## src/rtl/predictor_table.sv

```systemverilog
// Table of saturating direction counters with optional gshare indexing.
// Prediction reads the pre-update counter, so a same-edge result never affects it.
module predictor_table #(
  parameter int CTR_WIDTH   = 2,
  parameter int INDEX_WIDTH = 4,
  parameter int HIST_WIDTH  = 4,
  parameter bit GSHARE      = 1'b0,
  parameter logic [CTR_WIDTH-1:0] INIT = {CTR_WIDTH{1'b1}}
) (
  input  logic                   clk,
  input  logic                   rst,
  input  logic                   request,
  input  logic [INDEX_WIDTH-1:0] req_index,
  input  logic                   result,
  input  logic [INDEX_WIDTH-1:0] res_index,
  input  logic                   taken,
  output logic                   prediction,
  output logic                   pred_valid
);

  localparam int DEPTH = 2 ** INDEX_WIDTH;
  localparam logic [CTR_WIDTH-1:0] CTR_MAX = {CTR_WIDTH{1'b1}};

  logic [CTR_WIDTH-1:0]   r_ctr [DEPTH];
  logic [HIST_WIDTH-1:0]  r_ghr;
  logic [INDEX_WIDTH-1:0] w_hist_ext;
  logic [INDEX_WIDTH-1:0] w_req_eff;
  logic [INDEX_WIDTH-1:0] w_res_eff;
  logic [CTR_WIDTH-1:0]   w_res_ctr;
  logic [CTR_WIDTH-1:0]   w_res_next;

  // History is kept in bimodal mode too; it just does not feed the index.
  assign w_hist_ext = GSHARE ? INDEX_WIDTH'(r_ghr) : '0;
  assign w_req_eff  = req_index ^ w_hist_ext;
  assign w_res_eff  = res_index ^ w_hist_ext;
  assign w_res_ctr  = r_ctr[w_res_eff];

  always_comb begin
    w_res_next = w_res_ctr;
    if (taken && (w_res_ctr != CTR_MAX)) begin
      w_res_next = w_res_ctr + CTR_WIDTH'(1);
    end else if (!taken && (w_res_ctr != '0)) begin
      w_res_next = w_res_ctr - CTR_WIDTH'(1);
    end
  end

  always_ff @(posedge clk or posedge rst) begin
    if (rst) begin
      for (int i = 0; i < DEPTH; i++) begin
        r_ctr[i] <= INIT;
      end
    end else if (result) begin
      r_ctr[w_res_eff] <= w_res_next;
    end
  end

  always_ff @(posedge clk or posedge rst) begin
    if (rst) begin
      r_ghr <= '0;
    end else if (result) begin
      r_ghr <= HIST_WIDTH'({r_ghr, taken});
    end
  end

  always_ff @(posedge clk or posedge rst) begin
    if (rst) begin
      prediction <= 1'b0;
      pred_valid <= 1'b0;
    end else begin
      pred_valid <= request;
      if (request) begin
        prediction <= r_ctr[w_req_eff][CTR_WIDTH-1];
      end
    end
  end

endmodule

```

## config.mk

```make
export PLATFORM = sky130hd
export DESIGN_NAME = predictor_table
export DESIGN_NICKNAME = d
export VERILOG_FILES = /design/src/rtl/predictor_table.sv
export SDC_FILE = /design/constraint.sdc
export NUM_CORES = 1
export LEC_CHECK = 0
export BUFFER_PORTS_ARGS = -buffer_cell sky130_fd_sc_hd__buf_2
export CAP_MARGIN = 20
export CORE_MARGIN = 8
export CORE_UTILIZATION = 30
export CTS_BUF_LIST = sky130_fd_sc_hd__clkbuf_8 sky130_fd_sc_hd__clkbuf_16
export CTS_CLUSTER_SIZE = 25
export DETAILED_ROUTE_END_ITERATION = 12
export GPL_ROUTABILITY_DRIVEN = 0
export PLACE_DENSITY_LB_ADDON = 0.1
export SLEW_MARGIN = 10
export SYNTH_ARGS = -nofsm -noshare
export SYNTH_HDL_FRONTEND = slang
export SYNTH_SLANG_ARGS = --single-unit
```

## constraint.sdc

```tcl
create_clock -name clk -period 3.55 [get_ports clk]
set_input_delay 0.71 -clock clk [delete_from_list [all_inputs] [get_ports clk]]
set_output_delay 0.71 -clock clk [all_outputs]
set_load 0.005 [all_outputs]
```

==> metrics.md, run 1 <==
| Metric | Value |
|---|---|
| Post-CTS Setup Repair Bufs | 0 |
| Post-route ant nets | 0 |
| Clock Latency Late Sink | 0.28 ns |
| Worst min path class | flop to flop |
| ANT cells | 0 |
| Synth Area in Adders | 1.29% |
| Synthesized instance count | 160 |
| Worst-margin pin slew | 0.560 ns |
| Num rows | 29 |
| Count leader, synth | dfstp_2 |
| DPL Wire Length | 3290 microns |
| Mapped Area | 1940 sq um |
| Post-route minimum period | 3.30 ns |
| Via Count | 1,352 |
| Hold Buf Count CTS | 0 |
| Ys flop type | dfstp_2 |
| Outcome | finished, final reports clean |
| Syn Area/Cell | 12.1 sq um |
| Vias per inst | 5.26 |
| CTS tree | yes |
| Mux cell area share after synthesis | 28.0% |
| Die width | 96.4 microns |
| Final Power | 0.00177 W |
| Hold_sp | r_ctr[15] |
| Max Cap Viol | 0 |
| Synthesis-stage register bit count | 34 |
| Cells on worst reg2reg path | 8 |
| DIE HEIGHT | 96.4 microns |
| Final core occ | 34.7% |
| # IOs | 15 |
| Crit-path max FO | 13 |
| Slew Limit Headroom | 62.6% |
| Area grow syn2layout | 13.0% |
| Hold Vio Cnt, Final | 0 |
| F_max | 303 MHz |
| Share of cells above drive strength 1 | 50.0% |
| Pin count of the biggest net entering global routing | 35 |
| Clk sinks | 34 |
| Largest family of logic cells by synthesized area | multiplexers |
| Leading area contributor after synthesis | dfstp_2 |
| CTS Root Buffer Type | clkbuf_8 |
| Area of the core | 6310 sq um |
| Synth Area in XOR/XNOR | 0.903% |
| First-pass GRT wire length | 7650 microns |
| Hold Crit Depth | 2 |
| Pre-antenna DRT Iters | 4 |
| Reg-to-reg setup timing slack | 0.66 ns |
| Register area share after synthesis | 45.9% |
| WL final | 4500 microns |
| Post-synth top area share | 43.3% |
| Grt ovf | 0 |
| Ranking of synthesized cells by area | dfstp_2, mux2_2, mux4_2 |
| CP endpoint kind | flop |
| Starting density of the core | 30.7% |
| Initial antenna violation count | 0 |
| Finish-stage setup viols | 0 |
| Crit path kind | input port to flop |
| VDD IR max | 284 uV |
| Synth async-reset ratio | 100% |
| Final period util | 93.0% |
| Static Leak | 0.845 nW |
| Clock transition at path regs | 0.07 ns |
| CTS Buf Count | 5 |
| Cell variety after synth | 28 |
| Post_cts resized | 0 |
| # nets final | 195 |
| Reg-to-reg endpoint | r_ctr[9] |
| CP Data Arrival Time | 3.47 ns |
| RSZ-0062 raised after global routing | no |
| Detailed router's first-iteration violation count | 64 |
| All-Layer GR Usage | 10.7% |
| Fillcell total | 648 |
| Vias in the first global route | 1,439 |
| DR WL/cell | 17.5 microns |
| PwrDens | 807 nW/um^2 |
| Post-synth EDFFs | 0 |
| Die ar. | 9300 sq um |
| Synth Area in Compound Gates | 11.2% |
| Syn_nets | 175 |
| DRC violations left | 0 |
| Pins Over Slew Limit | 0 |
| CTS max path bufs | 2 |
| Worst setup SP type | input port |
| Required @ worst endpoint | 3.72 ns |
| Input/output buffers | 14 |
| Clock skew | 0.00237 ns |
| Reg2Reg Launch Point | r_ctr[17] |
| Top cells by count, synth | dfstp_2, mux2_2, o21ai_0 |
| Yosys warns | 0 |
| Simple-Gate Fraction of Synth Area | 9.80% |
| Hold worst-path end | r_ctr[15] |
| H-tree levels | 2 |
| Hold_ws | 0.479 ns |
per-stage QoR:
step | instances | cell area [sq um] | setup WS (ns) | TNS [ns]
after global routing | 257 | 2190 | 0.00605 | 0
after global placement | 250 | 2110 | -0.0565 | -0.207
after floorplan | 160 | 1940 | 0.103 | 0
final | 257 | 2190 | 0.250 | 0
after CTS | 257 | 2190 | 0.131 | 0
after detailed placement | 250 | 2110 | -0.157 | -0.981
area by class of cell:
type | instances | area, sq um | share of cell area [%]
Timing Repair Buffer | 21 | 125 | 5.71
Tap cell | 77 | 96.3 | 4.39
Inverter | 3 | 11.3 | 0.514
Clock buffer | 5 | 68.8 | 3.14
Multi-Input combinational cell | 115 | 992 | 45.3
Clock inverter | 2 | 7.51 | 0.342
Sequential cell | 34 | 891 | 40.6
registers in the layout (all words and copies together) (netlist names):
signal      cells
r_ctr          32
pred_valid      1
prediction      1
worst max path at each step:
stage	slack (ns)	start	cells after the start	endpoint
5_1_grt	0.006	res_index[0]	10	r_ctr[5]
3_3_place_gp	-0.06	res_index[0]	10	r_ctr[3]
2_1_floorplan	0.10	res_index[0]	12	r_ctr[19]
4_1_cts	0.13	res_index[0]	10	r_ctr[9]
3_5_place_dp	-0.16	res_index[0]	10	r_ctr[9]
6_report	0.25	res_index[0]	10	r_ctr[9]
critical path, stage by stage:
cell and delay [ns]:
clkbuf_4 0.25, mux2_2 0.36, mux4_2 0.50, nand2_1 0.10, o21ai_0 0.09, ha_1 0.21
mux2i_1 0.22, nor2_1 0.06, a221o_1 0.52, o41ai_1 0.44
power breakdown:
part,switching (W),internal (W)
Combinational,0.000312,0.000365
Sequential,0.000126,0.000704
Clock,0.000132,0.000129
cells in the final DEF, fill, tap and decap left out, types with 6 or more instances in the layout:
cell,synthesis,routed
mux2i_1,7,7
mux4_2,10,10
mux2_2,22,22
nand2_1,11,11
o21ai_0,17,17
buf_2,1,13
o41ai_1,6,6
buf_4,0,7
dfstp_2,32,32
nor2_1,13,13
cells by family (layout without fill, tap and decap cells):
logic type / count (synthesis) / count (layout)
XOR/XNOR: 2 / 2
flip-flops: 34 / 34
AO/OA/AOI/OAI: 33 / 33
buffers and inverters: 11 / 31
AND/OR/NAND/NOR: 39 / 39
multiplexers: 39 / 39
adder cells (fa/ha/maj): 2 / 2
routing by layer:
layer | vias to the layer above | GRT usage (%) | routed length (microns) | part of all wire, %
li1 | 642 | - | - | -
met1 | 669 | 14.6 | 2190 | 49
met2 | 36 | 16.0 | 1990 | 44
met3 | 5 | 3.25 | 270 | 6.0
met4 | 0 | 3.40 | 53 | 1.2
met5 | - | 0 | 0 | 0
Power figures use the tool's default switching activity.
==> inputs of run 2 (changes only) <==
--- a/config.mk
+++ b/config.mk
@@ -9,10 +9,11 @@
 export CAP_MARGIN = 20
 export CORE_MARGIN = 8
 export CORE_UTILIZATION = 30
-export CTS_BUF_LIST = sky130_fd_sc_hd__clkbuf_8 sky130_fd_sc_hd__clkbuf_16
+export CTS_BUF_LIST = sky130_fd_sc_hd__clkbuf_4 sky130_fd_sc_hd__clkbuf_8 sky130_fd_sc_hd__clkbuf_16
 export CTS_CLUSTER_SIZE = 25
 export DETAILED_ROUTE_END_ITERATION = 12
 export GPL_ROUTABILITY_DRIVEN = 0
+export MAX_ROUTING_LAYER = met4
 export PLACE_DENSITY_LB_ADDON = 0.1
 export SLEW_MARGIN = 10
 export SYNTH_ARGS = -nofsm -noshare
==> constraint.sdc (replaced) <==
create_clock -name clk -period 3.55 [get_ports clk]
set_input_delay 1.065 -clock clk [delete_from_list [all_inputs] [get_ports clk]]
set_output_delay 1.065 -clock clk [all_outputs]
set_load 0.005 [all_outputs]
==> metrics.md, run 2 (synthesis results as in run 1) <==
| Metric | Value |
|---|---|
| Starting density of the core | 30.7% (unchanged) |
| Reg with most FFs | r_ctr |
| CP endpoint kind | flop |
| Crit path cell chain | buf_4, mux2_2, mux4_2, nand2_1, o21ai_0, ha_2, mux2i_4, nor2_1, a221o_1, buf_12, o41ai_1 |
| Input/output buffers | 14 (unchanged) |
| Final core occ | 36.8% (+2.0 points) |
| Detailed router's first-iteration violation count | 139 (+120%) |
| DPL Wire Length | 3500 microns (+6.3%) |
| Clock skew | 0.00799 ns (+0.00561 ns) |
| ANT cells | 0 (unchanged) |
| Finished Cell Area | 2320 sq um (+5.9%) |
| CTS Buf Count | 5 (unchanged) |
| CP Data Arrival Time | 3.65 ns (+0.18 ns) |
| Required @ worst endpoint | 3.71 ns (about the same) |
| Pin count of the biggest net entering global routing | 35 (unchanged) |
| CTS Root Buffer Type | clkbuf_8 |
| Share of cells above drive strength 1 | 55.6% (+5.6 points) |
| Area of the core | 6310 sq um (unchanged) |
| Clock transition at path regs | 0.07 ns (about the same) |
| All-Layer GR Usage | 11.2% (+0.48 points) |
| Crit path kind | input port to flop |
| Critical Path Max Stage Delay | 0.51 ns (about the same) |
| VDD IR max | 265 uV (-6.7%) |
| DR WL/cell | 17.5 microns (about the same) |
| # IOs | 15 (unchanged) |
| Post-route minimum period | 3.49 ns (+0.185 ns) |
| Hold Vio Cnt, Final | 0 (unchanged) |
| Via Count | 1,413 (+4.5%) |
| CTS max path bufs | 2 (unchanged) |
| Clk sinks | 34 (unchanged) |
| TNS Setup | 0 ns (unchanged) |
| Worst-margin pin slew | 0.550 ns (-0.0105 ns) |
| Most common cell after layout, fill and taps aside | dfstp_2 |
| Biggest registers after layout | r_ctr (32), pred_valid (1), prediction (1) |
| Cell Count, Final, Fillers Out | 264 (+2.7%) |
| Clock Latency Late Sink | 0.28 ns (about the same) |
| Pins Over Slew Limit | 0 (unchanged) |
| First-pass GRT wire length | 7660 microns (about the same) |
| Num rows | 29 (unchanged) |
| Pre-antenna DRT Iters | 4 (unchanged) |
| Post-route ant nets | 0 (unchanged) |
| Crit-path max FO | 16 (+3) |
| Buf/Inv on CP | 2 (+1) |
| CTS tree | yes |
| Outcome | finished, final reports clean |
| H-tree levels | 2 (unchanged) |
| Hold Buf Count CTS | 0 (unchanged) |
| Vias per inst | 5.35 (+1.7%) |
| Top delay family on crit path | multiplexers |
| Worst path slowest cell | mux4_2 |
| Initial antenna violation count | 0 (unchanged) |
| Grt ovf | 0 (unchanged) |
| Die width | 96.4 microns (unchanged) |
| Max reg flops | 32 (unchanged) |
| Max Cap Viol | 0 (unchanged) |
| Slew Limit Headroom | 63.1% (+0.51 points) |
| Die ar. | 9300 sq um (unchanged) |
| Post-DP Area | 2200 sq um (+4.0%) |
| Worst setup SP type | input port |
| Dpl cells | 256 (+2.4%) |
| Vias in the first global route | 1,463 (+1.7%) |
| # nets final | 201 (+3.1%) |
| Most frequent cells in the layout | dfstp_2, mux2_2, o21ai_0, nor2_1, buf_2 |
| RSZ-0062 raised after global routing | yes |
| DRC violations left | 0 (unchanged) |
| DIE HEIGHT | 96.4 microns (unchanged) |
| Worst min path class | flop to flop |
| PwrDens | 808 nW/um^2 (+0.16%) |
| Finish-stage setup viols | 0 (unchanged) |
| Area grow syn2layout | 19.6% |
| Final Power | 0.00188 W (+6.1%) |
| WL final | 4620 microns (+2.7%) |
| Static Leak | 0.895 nW (+5.9%) |
| F_max | 287 MHz (-5.3%) |
| Final period util | 98.2% (+5.2 points) |
## run 2: changes by cell type in the layout (fill, tap and decap cells not counted)
cell | before | now
inv_1 | 5 | 3
buf_12 | 0 | 2
ha_1 | 2 | 1
mux2i_1 | 7 | 6
clkbuf_4 | 1 | 2
o311ai_2 | 0 | 1
buf_4 | 7 | 12
ha_2 | 0 | 1
clkbuf_8 | 5 | 6
o41ai_1 | 6 | 4
mux2i_4 | 0 | 1
o41ai_2 | 0 | 2
o311ai_0 | 2 | 1
## run 2: path summary, 6_finish.rpt
check,depth (start not counted),start,slack [ns],to
setup reg to reg,9,r_ctr[17],0.77,r_ctr[13]
hold / removal,2,r_ctr[29],0.49,r_ctr[29]
min in group asynchronous,3,rst,0.86,pred_valid
setup / recovery,11,res_index[0],0.06,r_ctr[13]
max in group asynchronous,3,rst,2.34,r_ctr[28]
hold reg to reg,2,r_ctr[29],0.49,r_ctr[29]
## run 2: worst register-to-register path, cell delays in order (launching register included)
cell and delay (ns):
dfstp_2 0.55, mux2i_1 0.07, mux4_2 0.54, o21a_1 0.20, ha_1 0.24, mux2i_4 0.17
nor2_1 0.06, a221o_1 0.36, buf_12 0.17, o41ai_1 0.31
## run 2: what timing repair did
action / CTS / global route
endpoints found under the setup margin: 1 / 5
resized for setup: 1 / 3
cloned: 0 / 0
setup buffers: 0 / 0
## run 2: area by class of cell
class | instances | area, sq um
Tap cell | 77 | 96.3
Sequential cell | 34 | 891
Clock buffer | 8 | 97.6
Timing Repair Buffer | 27 | 195
Fill cell | 630 | 3990
Inverter | 3 | 11.3
Multi-Input combinational cell | 115 | 1030
## run 2: power by group
part	switching, W	internal (W)	total [W]	leakage, nW
clock	0.000131	0.000173	0.000304	0.0523
combinational	0.000343	0.000402	0.000745	0.483
sequential	0.000123	0.000703	0.000826	0.360
total	0.000597	0.00128	0.00188	0.895
## run 2: per-layer routing
layer	up-vias	track usage [%]	share of wire, %
met5	-	-	0
met4	0	3.40	1.3
met3	5	3.09	5.7
met2	33	18.7	51
met1	717	12.9	42
li1	658	-	-
## run 2: per-stage QoR
| step | hold WS, ns | setup WS (ns) |
|---|---|---|
| after global routing | 0.507 | -0.00286 |
| after CTS | 0.493 | 0.0764 |
| after detailed placement | 0.483 | -0.329 |
| final | 0.490 | 0.0644 |
| after global placement | 0.480 | -0.199 |
| after floorplan | 0.457 | -0.0102 |
